===== src/rtl/batrider_snd_pkg.sv =====
// Shared definitions for the Batrider 68k-to-Z80 sound-command block.
//   snd_state_e : handshake FSM states
//   A_*         : 68k address field codes (A[2:1]) for the sound window
//   STROBE_LEN  : number of cycles SND_CS is held high per command
package batrider_snd_pkg;

    typedef enum logic [2:0] {
        ST_IDLE,
        ST_LATCH,
        ST_STROBE,
        ST_HOLD,
        ST_ACK
    } snd_state_e;

    localparam logic [1:0] A_LATCH  = 2'd0;
    localparam logic [1:0] A_LATCH2 = 2'd1;
    localparam logic [1:0] A_LATCH3 = 2'd2;
    localparam logic [1:0] A_LATCH4 = 2'd3;

    localparam int unsigned STROBE_LEN  = 4;
    localparam logic [1:0]  STROBE_LAST = 2'(STROBE_LEN - 1);

endpackage


===== src/rtl/batrider_edge_sync.sv =====
// Two-flop synchroniser followed by a rising-edge detector.
//   clk_i  : sampling clock
//   rst_ni : asynchronous active-low reset, clears all flops
//   d_i    : asynchronous level input
//   rise_o : one-cycle pulse after a synchronised 0->1 transition
module batrider_edge_sync (
    input  logic clk_i,
    input  logic rst_ni,
    input  logic d_i,
    output logic rise_o
);

    logic [1:0] sync_q;
    logic       prev_q;

    always_ff @(posedge clk_i or negedge rst_ni) begin
        if (!rst_ni) begin
            sync_q <= '0;
            prev_q <= 1'b0;
        end else begin
            sync_q <= {sync_q[0], d_i};
            prev_q <= sync_q[1];
        end
    end

    assign rise_o = sync_q[1] & ~prev_q;

endmodule


===== src/rtl/batrider_snd_cmd.sv =====
// 68k-side sound-command port: latches command bytes for the Z80, strobes
// SND_CS, holds the 68k on DTACK_N until the sound side releases SND_WAIT
// (or a timeout expires), serves reads of the Z80 reply latches and
// latches the Z80-to-68k interrupt.
//   CLK96, RESET96_N        : clock, async active-low reset
//   SEL, A, RNW, LDS_N, DIN : 68k bus access into the sound window
//   DOUT, DTACK_N           : 68k read data and bus acknowledge
//   SOUNDLATCH, SOUNDLATCH2 : command bytes to the Z80
//   SND_CS, SND_WAIT        : command strobe out, sound-side busy in
//   SOUNDLATCH3/4           : Z80 reply bytes
//   SNDIRQ, IRQ_ACK, IRQ_PEND : Z80 interrupt request, ack, latched pending
//   TIMEOUT_ERR             : sticky handshake-timeout flag
module batrider_snd_cmd
    import batrider_snd_pkg::*;
#(
    parameter logic [15:0] TIMEOUT = 16'd4096
) (
    input  logic       CLK96,
    input  logic       RESET96_N,
    input  logic       SEL,
    input  logic [1:0] A,
    input  logic       RNW,
    input  logic       LDS_N,
    input  logic [7:0] DIN,
    output logic [7:0] DOUT,
    output logic       DTACK_N,
    output logic [7:0] SOUNDLATCH,
    output logic [7:0] SOUNDLATCH2,
    output logic       SND_CS,
    input  logic       SND_WAIT,
    input  logic [7:0] SOUNDLATCH3,
    input  logic [7:0] SOUNDLATCH4,
    input  logic       SNDIRQ,
    output logic       IRQ_PEND,
    input  logic       IRQ_ACK,
    output logic       TIMEOUT_ERR
);

    localparam logic [15:0] TO_LAST = TIMEOUT - 16'd1;

    snd_state_e  state_q, state_d;
    logic        acc_q;
    logic [7:0]  dout_q, dout_d;
    logic [7:0]  sl_q, sl_d;
    logic [7:0]  sl2_q, sl2_d;
    logic [1:0]  strb_cnt_q, strb_cnt_d;
    logic [15:0] wait_cnt_q, wait_cnt_d;
    logic        terr_q, terr_d;
    logic        irq_q, irq_d;
    logic        irq_rise;
    logic        acc;
    logic        start;

    batrider_edge_sync u_irq_sync (
        .clk_i  (CLK96),
        .rst_ni (RESET96_N),
        .d_i    (SNDIRQ),
        .rise_o (irq_rise)
    );

    assign acc   = SEL & ~LDS_N;
    assign start = acc & ~acc_q;

    always_comb begin
        state_d    = state_q;
        dout_d     = dout_q;
        sl_d       = sl_q;
        sl2_d      = sl2_q;
        strb_cnt_d = strb_cnt_q;
        wait_cnt_d = wait_cnt_q;
        terr_d     = terr_q;

        unique case (state_q)
            ST_IDLE: begin
                if (start) begin
                    if (RNW) begin
                        state_d = ST_ACK;
                        unique case (A)
                            A_LATCH3: dout_d = SOUNDLATCH3;
                            A_LATCH4: dout_d = SOUNDLATCH4;
                            default:  dout_d = 8'hFF;
                        endcase
                    end else begin
                        unique case (A)
                            A_LATCH: begin
                                sl_d    = DIN;
                                state_d = ST_LATCH;
                            end
                            A_LATCH2: begin
                                sl2_d   = DIN;
                                state_d = ST_LATCH;
                            end
                            default: state_d = ST_ACK;
                        endcase
                    end
                end
            end

            ST_LATCH: begin
                strb_cnt_d = '0;
                state_d    = ST_STROBE;
            end

            ST_STROBE: begin
                if (strb_cnt_q == STROBE_LAST) begin
                    // With the sound side already idle the handshake is
                    // complete here, so HOLD is skipped (6-cycle write).
                    if (!SND_WAIT) begin
                        state_d = acc ? ST_ACK : ST_IDLE;
                    end else begin
                        wait_cnt_d = '0;
                        state_d    = ST_HOLD;
                    end
                end else begin
                    strb_cnt_d = strb_cnt_q + 2'd1;
                end
            end

            ST_HOLD: begin
                // A bus cycle abandoned by the 68k finishes without DTACK.
                if (!SND_WAIT) begin
                    state_d = acc ? ST_ACK : ST_IDLE;
                end else if (wait_cnt_q == TO_LAST) begin
                    terr_d  = 1'b1;
                    state_d = acc ? ST_ACK : ST_IDLE;
                end else if (wait_cnt_q != '1) begin
                    wait_cnt_d = wait_cnt_q + 16'd1;
                end
            end

            ST_ACK: begin
                if (!acc) begin
                    state_d = ST_IDLE;
                end
            end

            default: state_d = ST_IDLE;
        endcase
    end

    // A new IRQ edge takes priority over a simultaneous acknowledge.
    always_comb begin
        irq_d = irq_q;
        if (irq_rise) begin
            irq_d = 1'b1;
        end else if (IRQ_ACK) begin
            irq_d = 1'b0;
        end
    end

    always_ff @(posedge CLK96 or negedge RESET96_N) begin
        if (!RESET96_N) begin
            state_q    <= ST_IDLE;
            // Reset as "access active" so a bus cycle straddling reset
            // release is not mistaken for a new one.
            acc_q      <= 1'b1;
            dout_q     <= 8'hFF;
            sl_q       <= '0;
            sl2_q      <= '0;
            strb_cnt_q <= '0;
            wait_cnt_q <= '0;
            terr_q     <= 1'b0;
            irq_q      <= 1'b0;
        end else begin
            state_q    <= state_d;
            acc_q      <= acc;
            dout_q     <= dout_d;
            sl_q       <= sl_d;
            sl2_q      <= sl2_d;
            strb_cnt_q <= strb_cnt_d;
            wait_cnt_q <= wait_cnt_d;
            terr_q     <= terr_d;
            irq_q      <= irq_d;
        end
    end

    // Decoded from the state register so reset clears them asynchronously.
    assign SND_CS      = (state_q == ST_STROBE);
    assign DTACK_N     = ~(state_q == ST_ACK);
    assign DOUT        = dout_q;
    assign SOUNDLATCH  = sl_q;
    assign SOUNDLATCH2 = sl2_q;
    assign IRQ_PEND    = irq_q;
    assign TIMEOUT_ERR = terr_q;

endmodule


===== config.mk =====
export PLATFORM = sky130hd
export DESIGN_NAME = batrider_snd_cmd
export DESIGN_NICKNAME = d
export VERILOG_FILES = /design/src/rtl/batrider_snd_pkg.sv /design/src/rtl/batrider_edge_sync.sv /design/src/rtl/batrider_snd_cmd.sv
export SDC_FILE = /design/constraint.sdc
export NUM_CORES = 1
export LEC_CHECK = 0
export CORE_MARGIN = 2
export CORE_UTILIZATION = 35
export DETAILED_ROUTE_END_ITERATION = 10
export DONT_BUFFER_PORTS = 1
export HOLD_SLACK_MARGIN = 0.08
export PLACE_DENSITY_LB_ADDON = 0.25
export SLEW_MARGIN = 30
export SYNTH_ARGS = -nofsm -noshare
export SYNTH_HDL_FRONTEND = slang
export SYNTH_HIERARCHICAL = 1
export SYNTH_SLANG_ARGS = --single-unit

===== constraint.sdc =====
create_clock -name CLK96 -period 5.6 [get_ports CLK96]
set_input_delay 1.12 -clock CLK96 [delete_from_list [all_inputs] [get_ports CLK96]]
set_output_delay 1.12 -clock CLK96 [all_outputs]
set_load 0.1 [all_outputs]

== Yosys cells after proc, flatten, opt, wreduce, memory -nomap -nowiden ==
Cells that the tools add are included.

* Register bits after elaboration: 51
* Latch bits: 0
* RAM bits: 0
* Bits in read-only memories: 0
* Bits of input ports: 34
* Output and inout port bits: 28
* Logic and storage cells: 74
* Memories: 0

* Add/sub/neg operators: 2
* Multipliers: 0
* Div/mod/pow operators: 0
* Magnitude comparators: 0
* Equality and inequality tests: 19
* Shifts and indexed selects: 0
* Muxes and demuxes: 21
* Bitwise operators: 8
* Reduce and logical (&&, ||, !) cells: 13

{| class="wikitable"
|+ Operators by type and width
! kind !! number
|-
| $mux W16 || 5
|-
| $pmux W16 S2 || 1
|-
| $mux W3 || 9
|-
| $add A16 B1 Y16 const B || 1
|-
| $eq A16 B12 Y1 const B || 1
|-
| $ne A16 B16 Y1 const B || 1
|-
| $pmux W8 S2 || 1
|-
| $pmux W3 S5 || 1
|-
| $ne A2 B2 Y1 const B || 6
|-
| $reduce_and A4 Y1 || 3
|-
| $eq A2 B2 Y1 const B || 3
|-
| $eq A3 B2 Y1 const B || 2
|-
| $reduce_and A3 Y1 || 2
|-
| $reduce_and A6 Y1 || 1
|-
| $reduce_bool A2 Y1 || 3
|-
| $not A1 Y1 || 5
|-
| $ne A2 B1 Y1 const B || 2
|-
| $pmux W2 S2 || 1
|-
| $and A1 B1 Y1 || 3
|-
| $eq A3 B1 Y1 const B || 1
|-
| $eq A3 B3 Y1 const B || 1
|-
| $logic_not A3 Y1 || 1
|-
| $ne A3 B3 Y1 const B || 1
|-
| $add A2 B1 Y2 const B || 1
|-
| 6 further kinds || 7
|}

== Logic depth before layout (Yosys ltp) ==
Gate-level depths: netlist of the first run.

* Word-level depth: 6
* Depth in mapped cells: 6
* Mapped depth without buffers: 5

== Modules after synthesis ==
The synthesis of the first run kept the hierarchy.

{| class="wikitable"
|+ By module, submodules not included
! module !! instances !! cells an instance !! area an instance (µm²) !! seq. area each (µm²)
|-
| batrider_snd_cmd || 1 || 235 || 2565.0 || 1212.4
|-
| batrider_edge_sync || 1 || 4 || 88.8 || 75.1
|}

== Worst setup path after synthesis of the first run ==
No wires, ideal clock.

* Kind: reg2out
* Start point: register state_q[2]
* End point: output port SND_CS
* Data arrival time: 2.078 ns
* Required time: 4.480 ns
* Slack: 2.402 ns
* Stages on the path, launching flop included: 4
* Buffers on the path: 1
* Cell sequence: dfrtp_1 buf_2 or2_2 nor2_1

* Longest elaborated chain between the ends: 1

{| class="wikitable"
|+ RTL lines
! what !! RTL line !! RTL
|-
| from (decl) || batrider_snd_cmd.sv:41 || <nowiki>snd_state_e state_q, state_d;</nowiki>
|-
| from (signal assigned) || batrider_snd_cmd.sv:165 || <nowiki>state_q <= state_d;</nowiki>
|-
| $eq A3 B2 Y1 || batrider_snd_cmd.sv:178 || <nowiki>assign SND_CS = (state_q == ST_STROBE);</nowiki>
|-
| to (decl) || batrider_snd_cmd.sv:29 || <nowiki>output logic SND_CS,</nowiki>
|}

Every way passes these cells.

== Worst setup path after layout of the first run ==
* Start point: register state_q[0]
* End point: output port DTACK_N

* Longest elaborated chain between the ends: 2

{| class="wikitable"
|+ RTL lines
! what !! RTL line !! RTL
|-
| $eq A3 B3 Y1 || batrider_snd_cmd.sv:179 || <nowiki>assign DTACK_N = ~(state_q == ST_ACK);</nowiki>
|-
| $not A1 Y1 || batrider_snd_cmd.sv:179 ||
|-
| to (decl) || batrider_snd_cmd.sv:26 || <nowiki>output logic DTACK_N,</nowiki>
|}

Every way passes these cells.

==> summary.txt, run 1 <==
Synthesis
  • Netlist cell types: between 60 and 70
  • Post-synthesis sequential area ratio: 0.485
  • Number of synthesized flops with an enable pin: 0
  • Post-synth ARST share: 1.00
  • #FFs+latches synth: between 50 and 60
  • Mapped Cells: about 240
  • Top_reg_cell synth: dfrtp_1
  • Synthesized area per cell: ~11 um2
  • Synth warn: 6
  • Syn_nets: ~280
  • Cell Area, Synth: ~0.0027 mm2

Detailed routing
  • Routed Antenna Nets: 0
  • Residual DRC: 0
  • Total wire length: 5800 um
  • Drt pass-1 iters: 4
  • Post-DR vias/cell: roughly 5.7
  • Via count: 1889
  • WL per Instance: 17.4 um
  • DRT iter0 DRCs: 60

Pwr
  • LEAKAGE: ~1.2 nW
  • PwrDens: around 650 mW/mm2
  • Tot Pwr: 1.83 mW
  • VDD IR max: slightly above 0.4 mV

STA
  • Final setup violating endpoints: 0
  • Final worst-path cycle share: 0.558
  • Slew Limit Headroom: 0.376
  • Clk_skew: about 0.0076 ns
  • Fin. Hold Viols: 0
  • RSZ-0062 raised after global routing: no
  • Max frequency: between 0.3 and 0.4 GHz
  • Hold_ws: approximately 0.36 ns
  • Clock period minus worst slack: roughly 3.1 ns
  • Setup TNS: 0 ns
  • Fin. max-slew vios: 0
  • Slew @ Worst Pin: between 0.9 and 1 ns
  • Final setup margin: 2.48 ns

Worst setup path
  • Worst-path cell chain: nor2_1 > nand2_1
  • Critical Path End Type: output port
  • Startpoint types: flop
  • Max stage delay on crit path: about 0.74 ns
  • Required time of the critical path: roughly 4.5 ns
  • Cell at the slowest stage of the critical path: dfrtp_1
  • WS Path Type: flop to output port
  • WP data arrival: about 2 ns
  • Largest delay share family, worst path: simple AND/OR/NAND/NOR gates
  • CP max FO: 19
  • Buf/Inv on CP: 0

Finish
  • Share of layout cells above drive strength 1: 0.221
  • Register Area: 0.00129 mm2
  • Area taken by multi-input logic gates: approximately 0.0013 mm2
  • Finished Cell Area: between 0.002 and 0.003 mm2
  • Antenna Cells: 0
  • Final nets: 270
  • FILL cells: ~740
  • P&R area growth vs syn: 6.46%

Floorplan
  • Initial core utilization: 0.364
  • Core ar.: around 0.0073 mm2
  • Chip height: between 90 and 100 um
  • Row count: 31
  • Die footprint: just over 0.008 mm2
  • Die X: 91.1 um
  • I/O pin cnt: 62

Clock network
  • CTS Buf Count: 5
  • Clock tree buffer depth: 2
  • Setup Buffers After CTS: 0
  • Cts repair resizes: 0
  • Number of H-tree levels: 2
  • CTS tree: yes
  • CTS root buf: clkbuf_8
  • Sink Count: 51
  • Worst skew pair latency: around 0.31 ns
  • Hold buffer count at CTS: 0
  • Clock transition at path regs: 0.11 ns

Global routing
  • Largest net degree at the start of global routing: 52
  • Initial antenna violation count: 0
  • Vias in the first global route: 1920
  • Total GRT Usage: 0.141
  • First-pass GRT wire length: 9590 um
  • Congestion Overflow GR: 0

Status
  • Outcome: complete, no violations

Placed design
  • Pre-CTS WS: between 2 and 3 ns
  • Dpl hpwl: 3980 um
  • Routability cong.: roughly 0.79
  • Cell area after placement: about 0.0027 mm2
  • Port bufs: 0

Min path
  • Worst hold path class: flop to flop

Run
  • Total of max-cap violations: 0
-- metal layers --
metal	routed length (um)	global-route usage	up-vias
li1	-	-	891
met1	2650	0.181	920
met2	2630	0.227	67
met3	426	0.0473	11
met4	86	0.0391	0
met5	0	0	-
-- flip-flops by register name, indices dropped and copies added, names as in the netlist, 2 cells and up --
| signal | count |
|---|---|
| strb_cnt_q | 2 |
| SOUNDLATCH2 | 8 |
| DOUT | 8 |
| u_irq_sync/sync_q | 2 |
| SOUNDLATCH | 8 |
| state_q | 3 |
| wait_cnt_q | 16 |
-- cell type report --
| class | count | share of cell area |
|---|---|---|
| sequential | 51 | 0.456 |
| multi-input combinational | 168 | 0.453 |
| tap | 99 | 0.0438 |
| clock buffer | 5 | 0.0244 |
| clock inverter | 3 | 0.0120 |
| inverter | 8 | 0.0106 |
-- cell families after synthesis --
| logic type | after synthesis | synth area share |
|---|---|---|
| buf+inv | 20 | 0.0349 |
| mux | 29 | 0.117 |
| fa+ha+maj | 2 | 0.00943 |
| flops | 51 | 0.485 |
| simple gates | 68 | 0.162 |
| compound gates | 69 | 0.191 |
-- placed cells by master, fill, tap and decap left out, types with 2 or more instances in the layout --
cell and n:
dfrtp_1 42, or3_1 2, ha_1 2, nor4_1 5, a211o_1 2, o2bb2ai_1 4
dfstp_2 9, inv_6 2, and4_1 2, or4_4 2, nor3_1 5, a22o_1 2
nand2_1 10, a21oi_1 14, inv_1 7, or2_2 2, nor2_1 6, nand4_1 7
mux2i_1 12, mux2_2 17, a21o_1 14, nand3b_1 2, nand3_1 10, a22oi_1 2
o221ai_1 2, o21ai_0 10, nand2b_1 4, clkbuf_8 5
-- per-stage QoR --
step / cells / util
2_1_floorplan: 239 / -
3_3_place_gp: 326 / 0.373
3_5_place_dp: 326 / 0.373
4_1_cts: 334 / 0.387
5_1_grt: 334 / 0.387
6_report: 334 / 0.387
-- cells in the mapped netlist, types with 4 or more instances --
master,instances,area [um2]
buf_2,4,20.0
dfrtp_1,42,1050
nand4_1,7,43.8
dfstp_2,9,236
mux2_2,17,191
a21o_1,14,105
nor2_1,7,26.3
o21ai_0,10,50.1
nand2b_1,4,25.0
mux2i_1,12,120
nor4_1,5,31.3
nand2_1,10,37.5
inv_1,7,26.3
a21oi_1,14,70.1
clkbuf_1,4,15.0
nand3_1,10,50.1
nor3_1,5,25.0
o2bb2ai_1,4,35.0
-- path summary, 6_finish.rpt --
path | from | endpoint | slack, ns | cells past startpoint
min in group asynchronous | RESET96_N | SOUNDLATCH2[7] | 0.49 | 0
max in group asynchronous | RESET96_N | DOUT[3] | 4.91 | 0
worst max register to register | wait_cnt_q[0] | wait_cnt_q[2] | 3.26 | 5
worst max-delay path | state_q[0] | DTACK_N | 2.48 | 2
worst min register to register | u_irq_sync/sync_q[0] | u_irq_sync/sync_q[1] | 0.36 | 0
worst min-delay path | u_irq_sync/sync_q[0] | u_irq_sync/sync_q[1] | 0.36 | 0
-- report_power, final --
part / switching (mW) / internal [mW] / leakage [nW]
clock network: 0.143 / 0.0953 / 0.0519
logic: 0.200 / 0.155 / 0.539
registers: 0.730 / 0.502 / 0.644
No activity file was read; power rests on OpenSTA's default activity.
==> run 2, diff against run 1 <==
==> constraint.sdc (replaced) <==
create_clock -name CLK96 -period 3.1 [get_ports CLK96]
set_input_delay 0.62 -clock CLK96 [delete_from_list [all_inputs] [get_ports CLK96]]
set_output_delay 0.62 -clock CLK96 [all_outputs]
set_load 0.1 [all_outputs]
==> summary.txt, run 2 (same netlist as run 1, synthesis figures left out) <==
Worst setup path
  • WS Path Type: flop to output port
  • Critical path endpoint: SND_CS
  • RR Startpoint: state_q[0]
  • Worst reg-to-reg path cell count: 4
  • Startpoint types: flop
  • CP max FO: 19
  • Required time of the critical path: around 2.5 ns
  • RR Endpoint: wait_cnt_q[8]
  • Crit. Startpoint: state_q[0]
  • WP data arrival: 1.74 ns
  • Critical Path End Type: output port
  • Reg2Reg Setup Slack: slightly below 1 ns

STA
  • Final setup violating endpoints: 0
  • Clk_skew: 0.00985 ns
  • Fin. Hold Viols: 0
  • Final setup margin: approximately 0.74 ns
  • Fin. max-slew vios: 0
  • Final worst-path cycle share: 0.761
  • Max frequency: approximately 0.42 GHz
  • Slew @ Worst Pin: 0.918 ns
  • Clock period minus worst slack: 2.36 ns
  • Setup TNS: 0 ns
  • Slew Limit Headroom: 0.388
  • RSZ-0062 raised after global routing: no

Global routing
  • Congestion Overflow GR: 0
  • Largest net degree at the start of global routing: 43
  • Vias in the first global route: between 1.5k and 2k
  • First-pass GRT wire length: 9890 um
  • Initial antenna violation count: 0
  • Total GRT Usage: 0.147

Detailed routing
  • WL per Instance: approximately 17 um
  • Via count: between 1.5k and 2k
  • Residual DRC: 0
  • Post-DR vias/cell: 5.74
  • DRT iter0 DRCs: approximately 160
  • Total wire length: approximately 5900 um
  • Drt pass-1 iters: 4
  • Routed Antenna Nets: 0

Pwr
  • LEAKAGE: 1.26 nW
  • Comb power frac: 0.199
  • PwrDens: 1150 mW/mm2
  • Clock power share: 0.124
  • NetSw: 1.93 mW
  • Share of power burned in registers: 0.677
  • VDD IR max: 0.839 mV
  • Pint: 1.36 mW
  • Sw frac: 0.586

Finish
  • Register Area: around 0.0013 mm2
  • Most common cell after layout, fill and taps aside: dfrtp_1
  • Finished Cell Area: 0.00286 mm2
  • Final nets: between 200 and 300
  • Most frequent cells in the layout: dfrtp_1 (42), mux2_2 (17), a21oi_1 (14), a21o_1 (14), mux2i_1 (12)
  • FILL cells: approximately 740
  • P&R area growth vs syn: 7.73%
  • Antenna Cells: 0
  • Largest register FFs: 16
  • Area taken by multi-input logic gates: between 0.001 and 0.0015 mm2
  • Largest Register: wait_cnt_q
  • Share of layout cells above drive strength 1: 0.234

Clock network
  • CTS tree: yes
  • Hold buffer count at CTS: 1
  • Setup Buffers After CTS: 0
  • Clock tree buffer depth: 2
  • CTS Buf Count: 5
  • CTS root buf: clkbuf_8
  • Worst skew pair latency: 0.32 ns
  • Clock transition at path regs: approximately 0.10 ns
  • Number of H-tree levels: 2
  • Sink Count: slightly above 50
  • Cts repair resizes: 0

Status
  • Outcome: complete, no violations

Min path
  • Worst hold path class: input pin to async pin

Run
  • Total of max-cap violations: 0

Floorplan
  • Die X: roughly 91 um
  • Chip height: just over 90 um
  • Initial core utilization: 0.364
  • Die footprint: 0.00829 mm2
  • I/O pin cnt: 62
  • Core ar.: ~0.0073 mm2
  • Row count: 31

Placed design
  • Pre-CTS WS: about 0.94 ns
  • Port bufs: 0
  • Routability cong.: 0.877
  • Dpl hpwl: between 3000 and 4000 um
  • Cell area after placement: approximately 0.0027 mm2
[run 2: critical path: stages, from the launching register on]
cell	delay, ns
dfrtp_1	0.62
or2_2	0.43
nor2_2	0.09
buf_4	0.29
[run 2: cell type report]
cell class | instances | area share
clock buffers | 5 | 0.0241
clock inverters | 3 | 0.00788
inverters | 8 | 0.0105
multi-input cells | 168 | 0.446
flip-flops and latches | 51 | 0.450
well taps | 99 | 0.0433
repair buffers | 4 | 0.0175
[run 2: layer usage]
layer / global-route usage / vias to the layer above / wire, um
li1: - / 902 / -
met1: 0.203 / 961 / 2740
met2: 0.221 / 65 / 2610
met3: 0.0423 / 11 / 410
met4: 0.0518 / 0 / 102
met5: 0 / - / 0
[run 2: stage by stage]
stage          utilization  power, mW  cells  hold slack, ns
2_1_floorplan            -       2.75    239           0.324
3_3_place_gp         0.376       2.87    329           0.327
3_5_place_dp         0.376       2.89    329           0.327
4_1_cts              0.392       3.32    338           0.127
5_1_grt              0.392       3.44    338           0.119
6_report             0.392       3.30    338           0.123
[run 2: worst min path at each step]
| stage | slack [ns] | end | cells past startpoint |
|---|---|---|---|
| 3_5_place_dp | 0.33 | wait_cnt_q[1] | 0 |
| 2_1_floorplan | 0.32 | IRQ_PEND | 0 |
| 3_3_place_gp | 0.33 | wait_cnt_q[13] | 0 |
| 6_report | 0.12 | wait_cnt_q[1] | 1 |
| 5_1_grt | 0.12 | DOUT[2] | 0 |
| 4_1_cts | 0.13 | DOUT[5] | 0 |
[run 2: power groups by stage]
stage	logic, mW	registers (mW)	clock network [mW]
finish	0.657	2.23	0.410
CTS	0.662	2.23	0.422
detailed placement	0.648	2.24	0
floorplan	0.615	2.13	0
global route	0.727	2.27	0.443
global placement	0.632	2.24	0
==> run 3, diff against run 2 <==
--- a/config.mk
+++ b/config.mk
@@ -5,6 +5,7 @@
 export SDC_FILE = /design/constraint.sdc
 export NUM_CORES = 1
 export LEC_CHECK = 0
+export ABC_AREA = 1
 export CORE_MARGIN = 2
 export CORE_UTILIZATION = 35
 export DETAILED_ROUTE_END_ITERATION = 10
==> constraint.sdc (replaced) <==
create_clock -name CLK96 -period 2 [get_ports CLK96]
set_input_delay 0.4 -clock CLK96 [delete_from_list [all_inputs] [get_ports CLK96]]
set_output_delay 0.4 -clock CLK96 [all_outputs]
set_load 0.1 [all_outputs]
==> summary.txt, run 3 <==
Clock network
  • CTS root buf: clkbuf_8
  • Clock tree buffer depth: 2
  • Number of H-tree levels: 2
  • CTS Buf Count: 5
  • Sink Count: 51
  • Worst skew pair latency: between 0.3 and 0.4 ns
  • Setup Buffers After CTS: 0
  • Clock transition at path regs: ~0.090 ns
  • CTS tree: yes

STA
  • Final setup violating endpoints: 0
  • Slew Limit Headroom: 0.660
  • Max frequency: around 0.58 GHz
  • Clk_skew: between 0.01 and 0.015 ns
  • Fin. Hold Viols: 0
  • Hold_ws: approximately 0.11 ns
  • Fin. max-slew vios: 0
  • Slew @ Worst Pin: 0.510 ns
  • Setup TNS: 0 ns
  • Final worst-path cycle share: 0.867
  • RSZ-0062 raised after global routing: no
  • Clock period minus worst slack: between 1.5 and 2 ns
  • Final setup margin: approximately 0.27 ns

Synthesis
  • Post-synthesis simple-gate area fraction: 0.279
  • Dominant cell type by area after synthesis: dfrtp_1
  • Synthesized area per cell: between 8 and 9 um2
  • Area share of the largest cell type after synthesis: 0.404
  • Post-synthesis mux area share: 0
  • Most frequent cell after synthesis: nand2_1
  • Largest family of logic cells by synthesized area: simple AND/OR/NAND/NOR gates
  • Complex-gate fraction of the synthesized area: 0.131
  • Post-Synth Adder-Cell Area: 0.00962
  • Synth warn: 6
  • Syn_nets: 356
  • #FFs+latches synth: around 50
  • Number of synthesized flops with an enable pin: 0
  • Post-synth ARST share: 1.00
  • Cell Area, Synth: around 0.0026 mm2
  • Synth area leaders: dfrtp_1 (40%), nand2_1 (14%), dfstp_2 (9.1%), o21ai_0 (4.6%), nor2_1 (4.2%)
  • Netlist cell types: 27
  • Top_reg_cell synth: dfrtp_1
  • Post-Synth XOR/XNOR Area: 0.0236
  • Post-synthesis sequential area ratio: 0.495
  • Most frequent cells after synthesis: nand2_1 (96), dfrtp_1 (42), nor2_1 (29)
  • Mapped Cells: between 300 and 400

Floorplan
  • I/O pin cnt: 62
  • Die footprint: ~0.0081 mm2
  • Die X: ~90 um
  • Chip height: roughly 90 um
  • Initial core utilization: 0.361
  • Row count: 31
  • Core ar.: 0.00721 mm2

Min path
  • Worst hold path class: input pin to flop
  • Worst Hold End: u_irq_sync/sync_q[0]
  • Hold path cells: 0
  • HP Start: SNDIRQ

Pwr
  • Sw frac: 0.578
  • Comb power frac: 0.447
  • LEAKAGE: ~1.3 nW
  • Tot Pwr: ~5.0 mW
  • NetSw: roughly 2.9 mW
  • Clock power share: 0.121
  • Share of power burned in registers: 0.432
  • PwrDens: about 1700 mW/mm2
  • Pint: around 2.1 mW
  • VDD IR max: about 0.99 mV

Finish
  • Final nets: 381
  • Share of layout cells above drive strength 1: 0.162
  • Area taken by multi-input logic gates: roughly 0.0012 mm2
  • Finished Core Util: 0.412
  • Largest Register: wait_cnt_q
  • Antenna Cells: 0
  • P&R area growth vs syn: 14.1%
  • Register Area: 0.00129 mm2
  • Largest register FFs: 16
  • Most common cell after layout, fill and taps aside: nand2_1
  • FILL cells: between 700 and 800
  • Most frequent cells in the layout: nand2_1 (96), dfrtp_1 (42), nor2_1 (29)

Worst setup path
  • Max stage delay on crit path: approximately 0.42 ns
  • Reg2Reg Setup Slack: 0.27 ns
  • Worst-path cell chain: inv_2 > nand2_2 > nor2_4 > buf_4
  • CP max FO: 4
  • Startpoint types: flop
  • Worst reg-to-reg path cell count: 7
  • RR Endpoint: wait_cnt_q[0]
  • RR Startpoint: wait_cnt_q[1]
  • WP data arrival: between 1 and 1.5 ns
  • Required time of the critical path: approximately 1.6 ns
  • Cell at the slowest stage of the critical path: dfrtp_1
  • Critical Path End Type: output port
  • WS Path Type: flop to output port

Detailed routing
  • Via count: approximately 2.1k
  • Residual DRC: 0
  • Post-DR vias/cell: 4.81
  • Drt pass-1 iters: 5
  • Routed Antenna Nets: 0
  • WL per Instance: ~12 um
  • Total wire length: about 5500 um
  • DRT iter0 DRCs: 161

Run
  • Total of max-cap violations: 0

Status
  • Outcome: complete, no violations

Global routing
  • Initial antenna violation count: 0
  • First-pass GRT wire length: 9850 um
  • Largest net degree at the start of global routing: 52
  • Vias in the first global route: approximately 2.1k
  • Total GRT Usage: 0.147
  • Congestion Overflow GR: 0

Placed design
  • Dpl hpwl: 4010 um
  • Port bufs: 0
  • Pre-CTS WS: between 0.2 and 0.3 ns
  • Routability cong.: between 0.7 and 0.8
## run 3: worst max path at each step
stage / startpoint / end / cells after the start
after global placement: wait_cnt_q[0] / wait_cnt_q[10] / 6
after CTS: state_q[2] / SND_CS / 4
after detailed placement: wait_cnt_q[0] / wait_cnt_q[9] / 6
after floorplan: state_q[2] / wait_cnt_q[14] / 8
after global routing: state_q[0] / SOUNDLATCH[2] / 6
final: state_q[2] / SND_CS / 4
## run 3: layer usage
| layer | track usage | part of all wire |
|---|---|---|
| met3 | 0.0411 | 0.055 |
| met1 | 0.194 | 0.46 |
| met2 | 0.229 | 0.46 |
| met4 | 0.0577 | 0.020 |
| met5 | 0 | 0 |
## run 3: worst max-delay path, delay by kind of cell (launching register included)
family / cells / cell delay (ns)
flops: 1 / 0.42
simple gates: 2 / 0.20
buf+inv: 2 / 0.41
## run 3: timing repair
action / CTS / global route
hold buffers: 2 / 0
endpoints found under the hold margin: 51 / 0
resized for setup: 0 / 0
## run 3: metrics by stage
stage / std cells / cell area (um2)
floorplan: 320 / 2600
global placement: 435 / 2850
detailed placement: 435 / 2850
CTS: 445 / 2970
global route: 445 / 2970
finish: 445 / 2970
## run 3: power groups by stage
stage	Sequential, mW	Combinational [mW]	Clock [mW]
2_1_floorplan	3.23	0.690	0
3_3_place_gp	2.17	2.18	0
3_5_place_dp	2.17	2.20	0
4_1_cts	2.15	2.23	0.636
5_1_grt	2.18	2.37	0.674
6_report	2.15	2.22	0.601
## run 3: final cells by class
cell class | count | area share
clock buffer | 5 | 0.0232
tap | 99 | 0.0417
inverter | 31 | 0.0392
timing repair buffer | 24 | 0.0682
sequential | 51 | 0.433
clock inverter | 3 | 0.00632
multi-input combinational | 232 | 0.388
## run 3: cell families (layout without fill, tap and decap cells)
group,count (synthesis),after routing
simple gates,167,167
buf+inv,37,63
compound gates,56,56
flops,51,51
fa+ha+maj,2,2
xor+xnor,7,7
